## src/rtl/imem_boot_loader_pkg.sv

```systemverilog
// Shared types and constants for the instruction-memory boot loader.
package imem_boot_loader_pkg;

    localparam logic [31:0] NOP_INSTR = 32'h0000_0013;

    typedef enum logic [2:0] {
        INIT,
        LOAD,
        DRAIN,
        FILL,
        DONE
    } loader_state_t;

endpackage

```

## src/rtl/imem_boot_loader.sv

```systemverilog
// Streams a program image into imem over valid/ready, optionally pads with NOPs,
// and holds the core in reset until the image is complete.
module imem_boot_loader
    import imem_boot_loader_pkg::*;
#(
    parameter int unsigned        XLEN       = 32,
    parameter int unsigned        IMEM_DEPTH = 64,
    parameter bit                 FILL_NOP   = 1'b1,
    parameter logic [XLEN-1:0]    NOP_INSTR  = imem_boot_loader_pkg::NOP_INSTR,
    localparam int unsigned       AW         = $clog2(IMEM_DEPTH)
) (
    input  logic            clk,
    input  logic            reset,
    input  logic            ld_valid,
    output logic            ld_ready,
    input  logic [XLEN-1:0] ld_data,
    input  logic            ld_last,
    input  logic            reload,
    output logic            imem_we,
    output logic [AW-1:0]   imem_waddr,
    output logic [XLEN-1:0] imem_wdata,
    output logic            cpu_reset,
    output logic            load_done,
    output logic            load_error,
    output logic [AW:0]     word_count
);

    localparam logic [AW:0]   LAST_CNT  = (AW+1)'(IMEM_DEPTH - 1);
    localparam logic [AW-1:0] LAST_ADDR = AW'(IMEM_DEPTH - 1);

    loader_state_t   state_q, state_d;
    logic [AW:0]     count_q, count_d;
    logic [AW-1:0]   fptr_q, fptr_d;
    logic            we_d;
    logic [AW-1:0]   waddr_d;
    logic [XLEN-1:0] wdata_d;
    logic            err_d;
    logic            cpu_reset_d;
    logic            done_d;

    always_ff @(posedge clk or posedge reset) begin
        if (reset) begin
            state_q    <= INIT;
            count_q    <= '0;
            fptr_q     <= '0;
            imem_we    <= 1'b0;
            imem_waddr <= '0;
            imem_wdata <= '0;
            load_error <= 1'b0;
            cpu_reset  <= 1'b1;
            load_done  <= 1'b0;
        end else begin
            state_q    <= state_d;
            count_q    <= count_d;
            fptr_q     <= fptr_d;
            imem_we    <= we_d;
            imem_waddr <= waddr_d;
            imem_wdata <= wdata_d;
            load_error <= err_d;
            cpu_reset  <= cpu_reset_d;
            load_done  <= done_d;
        end
    end

    always_comb begin
        state_d  = state_q;
        count_d  = count_q;
        fptr_d   = fptr_q;
        we_d     = 1'b0;
        waddr_d  = imem_waddr;
        wdata_d  = imem_wdata;
        err_d    = load_error;
        ld_ready = 1'b0;

        unique case (state_q)
            INIT: begin
                state_d = LOAD;
            end
            LOAD: begin
                ld_ready = 1'b1;
                if (ld_valid) begin
                    we_d    = 1'b1;
                    waddr_d = count_q[AW-1:0];
                    wdata_d = ld_data;
                    count_d = count_q + 1'b1;
                    // Fill resumes right after the last streamed word; unused on exact fit.
                    fptr_d  = count_q[AW-1:0] + 1'b1;
                    if (count_q == LAST_CNT) begin
                        if (ld_last) begin
                            state_d = DONE;
                        end else begin
                            state_d = DRAIN;
                            err_d   = 1'b1;
                        end
                    end else if (ld_last) begin
                        state_d = FILL_NOP ? FILL : DONE;
                    end
                end
            end
            DRAIN: begin
                ld_ready = 1'b1;
                if (ld_valid && ld_last) begin
                    state_d = DONE;
                end
            end
            FILL: begin
                we_d    = 1'b1;
                waddr_d = fptr_q;
                wdata_d = NOP_INSTR;
                fptr_d  = fptr_q + 1'b1;
                if (fptr_q == LAST_ADDR) begin
                    state_d = DONE;
                end
            end
            DONE: begin
                if (reload) begin
                    state_d = LOAD;
                    count_d = '0;
                    err_d   = 1'b0;
                end
            end
            default: begin
                state_d = INIT;
            end
        endcase

        // Core release lags entry into DONE by one cycle, after the final write lands.
        done_d      = (state_q == DONE) && !reload;
        cpu_reset_d = !done_d;
    end

    assign word_count = count_q;

endmodule

```

## config.mk

```make
export PLATFORM = sky130hd
export DESIGN_NAME = imem_boot_loader
export DESIGN_NICKNAME = d
export VERILOG_FILES = /design/src/rtl/imem_boot_loader_pkg.sv /design/src/rtl/imem_boot_loader.sv
export SDC_FILE = /design/constraint.sdc
export NUM_CORES = 1
export LEC_CHECK = 0
export ABC_AREA = 1
export BUFFER_PORTS_ARGS = -buffer_cell sky130_fd_sc_hd__clkbuf_2
export CORE_MARGIN = 5
export CORE_UTILIZATION = 50
export DETAILED_ROUTE_END_ITERATION = 6
export PLACE_DENSITY_LB_ADDON = 0.05
export SYNTH_ARGS = -nofsm -noshare
export SYNTH_HDL_FRONTEND = slang
export SYNTH_SLANG_ARGS = --single-unit
```

## constraint.sdc

```tcl
create_clock -name clk -period 1.9 [get_ports clk]
set_input_delay 0.095 -clock clk [delete_from_list [all_inputs] [get_ports clk]]
set_output_delay 0.095 -clock clk [all_outputs]
set_load 0.05 [all_outputs]
```

==> impl_metrics.yaml, run 1 <==
floorplan:
  die_area_um2: 6939
  io_pins: 87
  core-area_um2: 5172
  start_util_pct: 51.94
  num_rows: 26
  die_h_um: 83.30
  die_width_um: 83.30
synth:
  ys_ff_latch: 58
  synth-edff-count: 0
  synthCells: 288
  synth-simple-area-share_pct: 21.80
  syn_nets: 327
  synth_top_family_by_area: "simple AND/OR/NAND/NOR gates"
  yosysSeqAreaShare_pct: 54.08
  avgSynthCellArea_um2: 9.328
  syn-cell-area_um2: 2686
  synth_flop_cell: "dfrtp_1"
  ys_warn_count: 0
  synthXorXnorAreaFrac_pct: 0.3260
  synth_compound_area_share_pct: 16.30
  synth_adder_area_share_pct: 0.9315
  synth.distinct_cells: 31
  async_flop_share_pct: 100.0
  synthMuxAreaShare_pct: 0
worst_setup_path:
  crit_arrival_ns: 1.88
  critical_path_buf_inv_count: 0
  max_stage_delay_ns: 0.62
  crit_path_cell_trace: "nand3_4 > nand2_1 > nand2_1 > ha_1 > nand2_1 > nor2_1 > nand3_1 > nand3_1"
  path_max_fanout: 11
  crit_required_ns: 2.11
  crit_slowest_cell: "dfrtp_1"
  criticalPathCategory: "reg -> reg"
  start_kind: "register"
  cp-end-kind: "register"
  cp_common_cell: "nand2_1"
  cp_top_family: "simple AND/OR/NAND/NOR gates"
timing:
  tns_ns: 0
  worst_pin_slew_ns: 0.4864
  timing.final.crit_share_pct: 87.95
  fmax_mhz: 598.5
  drv_slew: 0
  whs_ns: 0.01800
  skew_ns: 0.009089
  finalCriticalPeriod_ns: 1.671
  rsz0062_at_grt: "no"
  slew_headroom_pct: 67.53
  hold_violations: 0
  setup-violations-final: 0
clock_network:
  clkSinkCount: 58
  cts_tree: "yes"
  path_clk_slew_ns: 0.06
  clk_latency_ns: 0.33
  cts_made_buffers: 9
  clock_path_buffers: 2
  cts_root_buffer: "clkbuf_8"
  h-tree-depth: 3
placed_design:
  port_buffers: 86
  gp_congestion: 0.8277
  post-place-cells: 434
  dp_hpwl_um: 4525
grt:
  grt_pass1_wl_um: 10920
  grt_pass1_vias: 2432
  grt_usage_pct: 19.21
  antenna_found_initial: 0
  overflow: 0
  grt_max_degree: 37
worst_hold_path:
  hold_path_class: "in -> reg"
layout:
  final_util_pct: 66.64
  finalNonFillerCells: 454
  drive_above_1_share_pct: 32.03
  antenna_cells: 0
  syn_to_final_growth_pct: 28.32
  layout.nets: 418
status:
  status: "completed"
routing:
  drt-wirelength-per-cell_um: 13.92
  route.detailed.drc: 0
  vias: 2370
  drtIter0Drc: 110
  wl_um: 6321
  antenna_left: 0
  viasPerCell: 5.220
  drt-pass1-iter-count: 4
run:
  maxCapViolations: 0
-- synth_stat cells, types with 2 or more instances --
cell type,count,area (um2)
nor2_1,20,75.07
buf_4,2,15.01
ha_1,2,25.02
nand2_1,76,285.3
o21ai_0,10,50.05
o21a_1,2,15.01
nand4_1,9,56.30
dfrtp_1,57,1426
o21ai_1,6,30.03
buf_6,2,22.52
inv_2,3,11.26
inv_1,19,71.32
clkbuf_1,8,30.03
buf_2,4,20.02
nand3_1,18,90.09
nor2_2,4,25.02
a31oi_1,2,12.51
nand2_2,2,12.51
a21oi_1,2,10.01
a32o_1,29,290.3
-- cells in the final DEF (no fill, tap or decap), types with 3 or more instances in the layout --
master / Yosys / final
nor2_1: 20 / 20
inv_1: 19 / 18
dfrtp_1: 57 / 56
nand4_1: 9 / 9
dlygate4sd3_1: 0 / 4
inv_2: 3 / 4
nand3_1: 18 / 18
a32o_1: 29 / 29
nand2_1: 76 / 76
clkbuf_8: 0 / 10
o21ai_0: 10 / 10
clkbuf_2: 0 / 86
buf_4: 2 / 5
nor2_2: 4 / 3
o21ai_1: 6 / 6
-- registers in the layout, summed over array words and instances, names as in the netlist --
| signal | count |
|---|---|
| state_q | 3 |
| imem_waddr | 6 |
| load_done | 1 |
| load_error | 1 |
| imem_wdata | 32 |
| word_count | 7 |
| fptr_q | 6 |
| imem_we | 1 |
| cpu_reset | 1 |
-- layout make-up --
cell class,count,area [um2]
clock buffers,11,141.4
clock inverters,5,77.57
fillers,442,1725
inverters,23,88.84
multi-input cells,191,1070
flip-flops and latches,58,1454
well taps,70,87.58
repair buffers,96,528.0
-- path summary, 6_finish.rpt --
path	from	endpoint	cells past startpoint	slack (ns)
worst max-delay path	state_q[1]$_DFFE_PP0P_	fptr_q[4]$_DFFE_PP0P_	8	0.23
worst min-delay path	ld_data[14]	imem_wdata[14]$_DFFE_PP0P_	2	0.02
worst max register to register	state_q[1]$_DFFE_PP0P_	fptr_q[4]$_DFFE_PP0P_	8	0.23
worst min register to register	imem_waddr[5]$_DFFE_PP0P_	imem_waddr[5]$_DFFE_PP0P_	2	0.48
max in group asynchronous	reset	cpu_reset$_DFF_PP1_	4	0.96
min in group asynchronous	reset	imem_wdata[28]$_DFFE_PP0P_	3	0.33
-- stage by stage --
stage	instance area (um2)	worst slack [ns]
2_1_floorplan	2686	0.1893
3_3_place_gp	3182	0.1989
3_5_place_dp	3182	0.1334
4_1_cts	3411	0.1192
5_1_grt	3447	0.07497
6_report	3447	0.2290
-- metal layers --
layer / vias to the layer above / wire [um] / track usage [%]
li1: 1178 / - / -
met5: - / 0 / 0
met2: 79 / 3055 / 31.27
met1: 1106 / 2742 / 23.17
met4: 0 / 65 / 4.755
met3: 7 / 457 / 8.812
-- cells by family after synthesis --
| group | after synthesis |
|---|---|
| and+or+nand+nor | 133 |
| adders and majority gates | 2 |
| buffers and inverters | 39 |
| xor gates and xnor gates | 1 |
| AOI/OAI and AO/OA | 55 |
| DFF | 58 |
-- what timing repair did --
action / 4_1_cts / 5_1_grt
gates resized for setup: 0 / 2
endpoints found under the setup margin: 0 / 7
hold buffers: 1 / 3
buffers inserted: 0 / 0
endpoints found under the hold margin: 22 / 3
Power of run 1 is not shown: default switching activity piles up to over one toggle a cycle in this logic, so the estimate is an artifact.
==> inputs of run 2 (changes only) <==
--- a/config.mk
+++ b/config.mk
@@ -7,7 +7,6 @@
 export LEC_CHECK = 0
 export ABC_AREA = 1
 export BUFFER_PORTS_ARGS = -buffer_cell sky130_fd_sc_hd__clkbuf_2
-export CORE_MARGIN = 5
 export CORE_UTILIZATION = 50
 export DETAILED_ROUTE_END_ITERATION = 6
 export PLACE_DENSITY_LB_ADDON = 0.05
==> impl_metrics.yaml, run 2 (synthesis gave the netlist of run 1 again) <==
clock_network:
  post_cts_buffers: 0
  cts_made_buffers: 9
  path_clk_slew_ns: 0.07
  clock_path_buffers: 2
  clkSinkCount: 58
  cts_tree: "yes"
  cts_root_buffer: "clkbuf_8"
  clk_latency_ns: 0.34
  h-tree-depth: 3
  ctsResizeCount: 0
grt:
  grt_max_degree: 38
  grt_usage_pct: 22.88
  antenna_found_initial: 0
  grt_pass1_wl_um: 9611
  overflow: 0
  grt_pass1_vias: 2161
worst_setup_path:
  rrSetupSlack_ns: 0.23
  r2r_start: "state_q[0]$_DFFE_PP0P_"
  cp_top_family: "flip-flops"
  reg2regPathDepth: 9
  regToRegEndpoint: "word_count[0]$_DFFE_PP0P_"
  crit_required_ns: 1.80
  max_stage_delay_ns: 0.57
  crit_slowest_cell: "dfrtp_1"
  crit_path_cell_trace: "inv_4 > nor2_2 > nand2_2 > nand2_1 > clkbuf_2"
  cp-end-kind: "output port"
  criticalPathCategory: "reg -> out"
  critical_path_buf_inv_count: 2
  start_kind: "register"
  path_max_fanout: 9
  crit_arrival_ns: 1.64
floorplan:
  die_h_um: 75.30
  die_width_um: 75.30
  die_area_um2: 5670
  io_pins: 87
  start_util_pct: 52.26
  num_rows: 26
  core-area_um2: 5140
timing:
  finalCriticalPeriod_ns: 1.731
  skew_ns: 0.007648
  timing.final.crit_share_pct: 91.09
  drv_slew: 0
  hold_violations: 0
  rsz0062_at_grt: "no"
  tns_ns: 0
  worst_pin_slew_ns: 0.4757
  setup-violations-final: 0
  fmax_mhz: 577.8
  finalWorstSetupSlack_ns: 0.1693
  slew_headroom_pct: 68.24
layout:
  largest_register: "imem_wdata"
  drive_above_1_share_pct: 31.87
  final_util_pct: 67.31
  layout.nets: 420
  antenna_cells: 0
  fin_area_um2: 3460
  syn_to_final_growth_pct: 28.78
  fillers: 459
  largest_reg_flops: 32
  layout_commonest_cell: "clkbuf_2"
  final_cell_mix: "clkbuf_2, nand2_1, dfrtp_1, a32o_1, nor2_1"
routing:
  vias: 2412
  route.detailed.drc: 0
  top_layer_used: "met4"
  viasPerCell: 5.289
  drt-pass1-iter-count: 4
  antenna_left: 0
  wl_met1_um: 2564
  drt-wirelength-per-cell_um: 13.26
  dr_wl_met2_um: 3033
  wl_met3_um: 332
  wl_um: 6047
  drtIter0Drc: 145
worst_hold_path:
  hold_path_class: "in -> reg"
  worstHoldStart: "ld_data[15]"
  min_path_cells: 2
  holdPathEnd: "imem_wdata[15]$_DFFE_PP0P_"
placed_design:
  dp_slack_ns: 0.2687
  dp_hpwl_um: 4132
  gp_congestion: 0.8865
  port_buffers: 86
  placed_cell_area_um2: 3189
run:
  maxCapViolations: 0
status:
  status: "completed"
## run 2: final cells by class
cell class                      count  area [um2]  area share (%)
Multi-Input combinational cell    191        1065           30.78
Inverter                           23       88.84           2.568
Timing Repair Buffer               98       545.5           15.77
Clock inverter                      5       78.83           2.278
Tap cell                           70       87.58           2.532
Sequential cell                    58        1453           41.99
Clock buffer                       11       141.4           4.087
## run 2: worst max-delay path by stage
stage                                         start                         to  depth (start not counted)
after floorplan           word_count[0]$_DFFE_PP0P_     load_error$_DFFE_PP0P_                          8
after global placement       state_q[1]$_DFFE_PP0P_     state_q[1]$_DFFE_PP0P_                          7
after detailed placement     state_q[0]$_DFFE_PP0P_  word_count[0]$_DFFE_PP0P_                          9
after CTS                    state_q[0]$_DFFE_PP0P_                   ld_ready                          5
after global routing         state_q[1]$_DFFE_PP0P_      fptr_q[5]$_DFFE_PP0P_                          7
final                        state_q[0]$_DFFE_PP0P_                   ld_ready                          5
## run 2: metrics by stage
stage,hold slack [ns],std cells
final,0.007596,456
after floorplan,0.2699,288
after detailed placement,0.1278,435
after global placement,0.1194,435
after CTS,0.002726,456
after global routing,0.005023,456
## run 2: timing repair
action / 4_1_cts / 5_1_grt
endpoints found under the setup margin: 0 / 0
hold buffers: 5 / 0
endpoints found under the hold margin: 25 / 0
## run 2: routing by layer
metal	global-route usage (%)	up-vias
met5	0	-
met4	11.11	0
met3	5.688	13
met2	36.90	67
met1	28.97	1142
li1	-	1190
Power of run 2 is left out for the same reason.
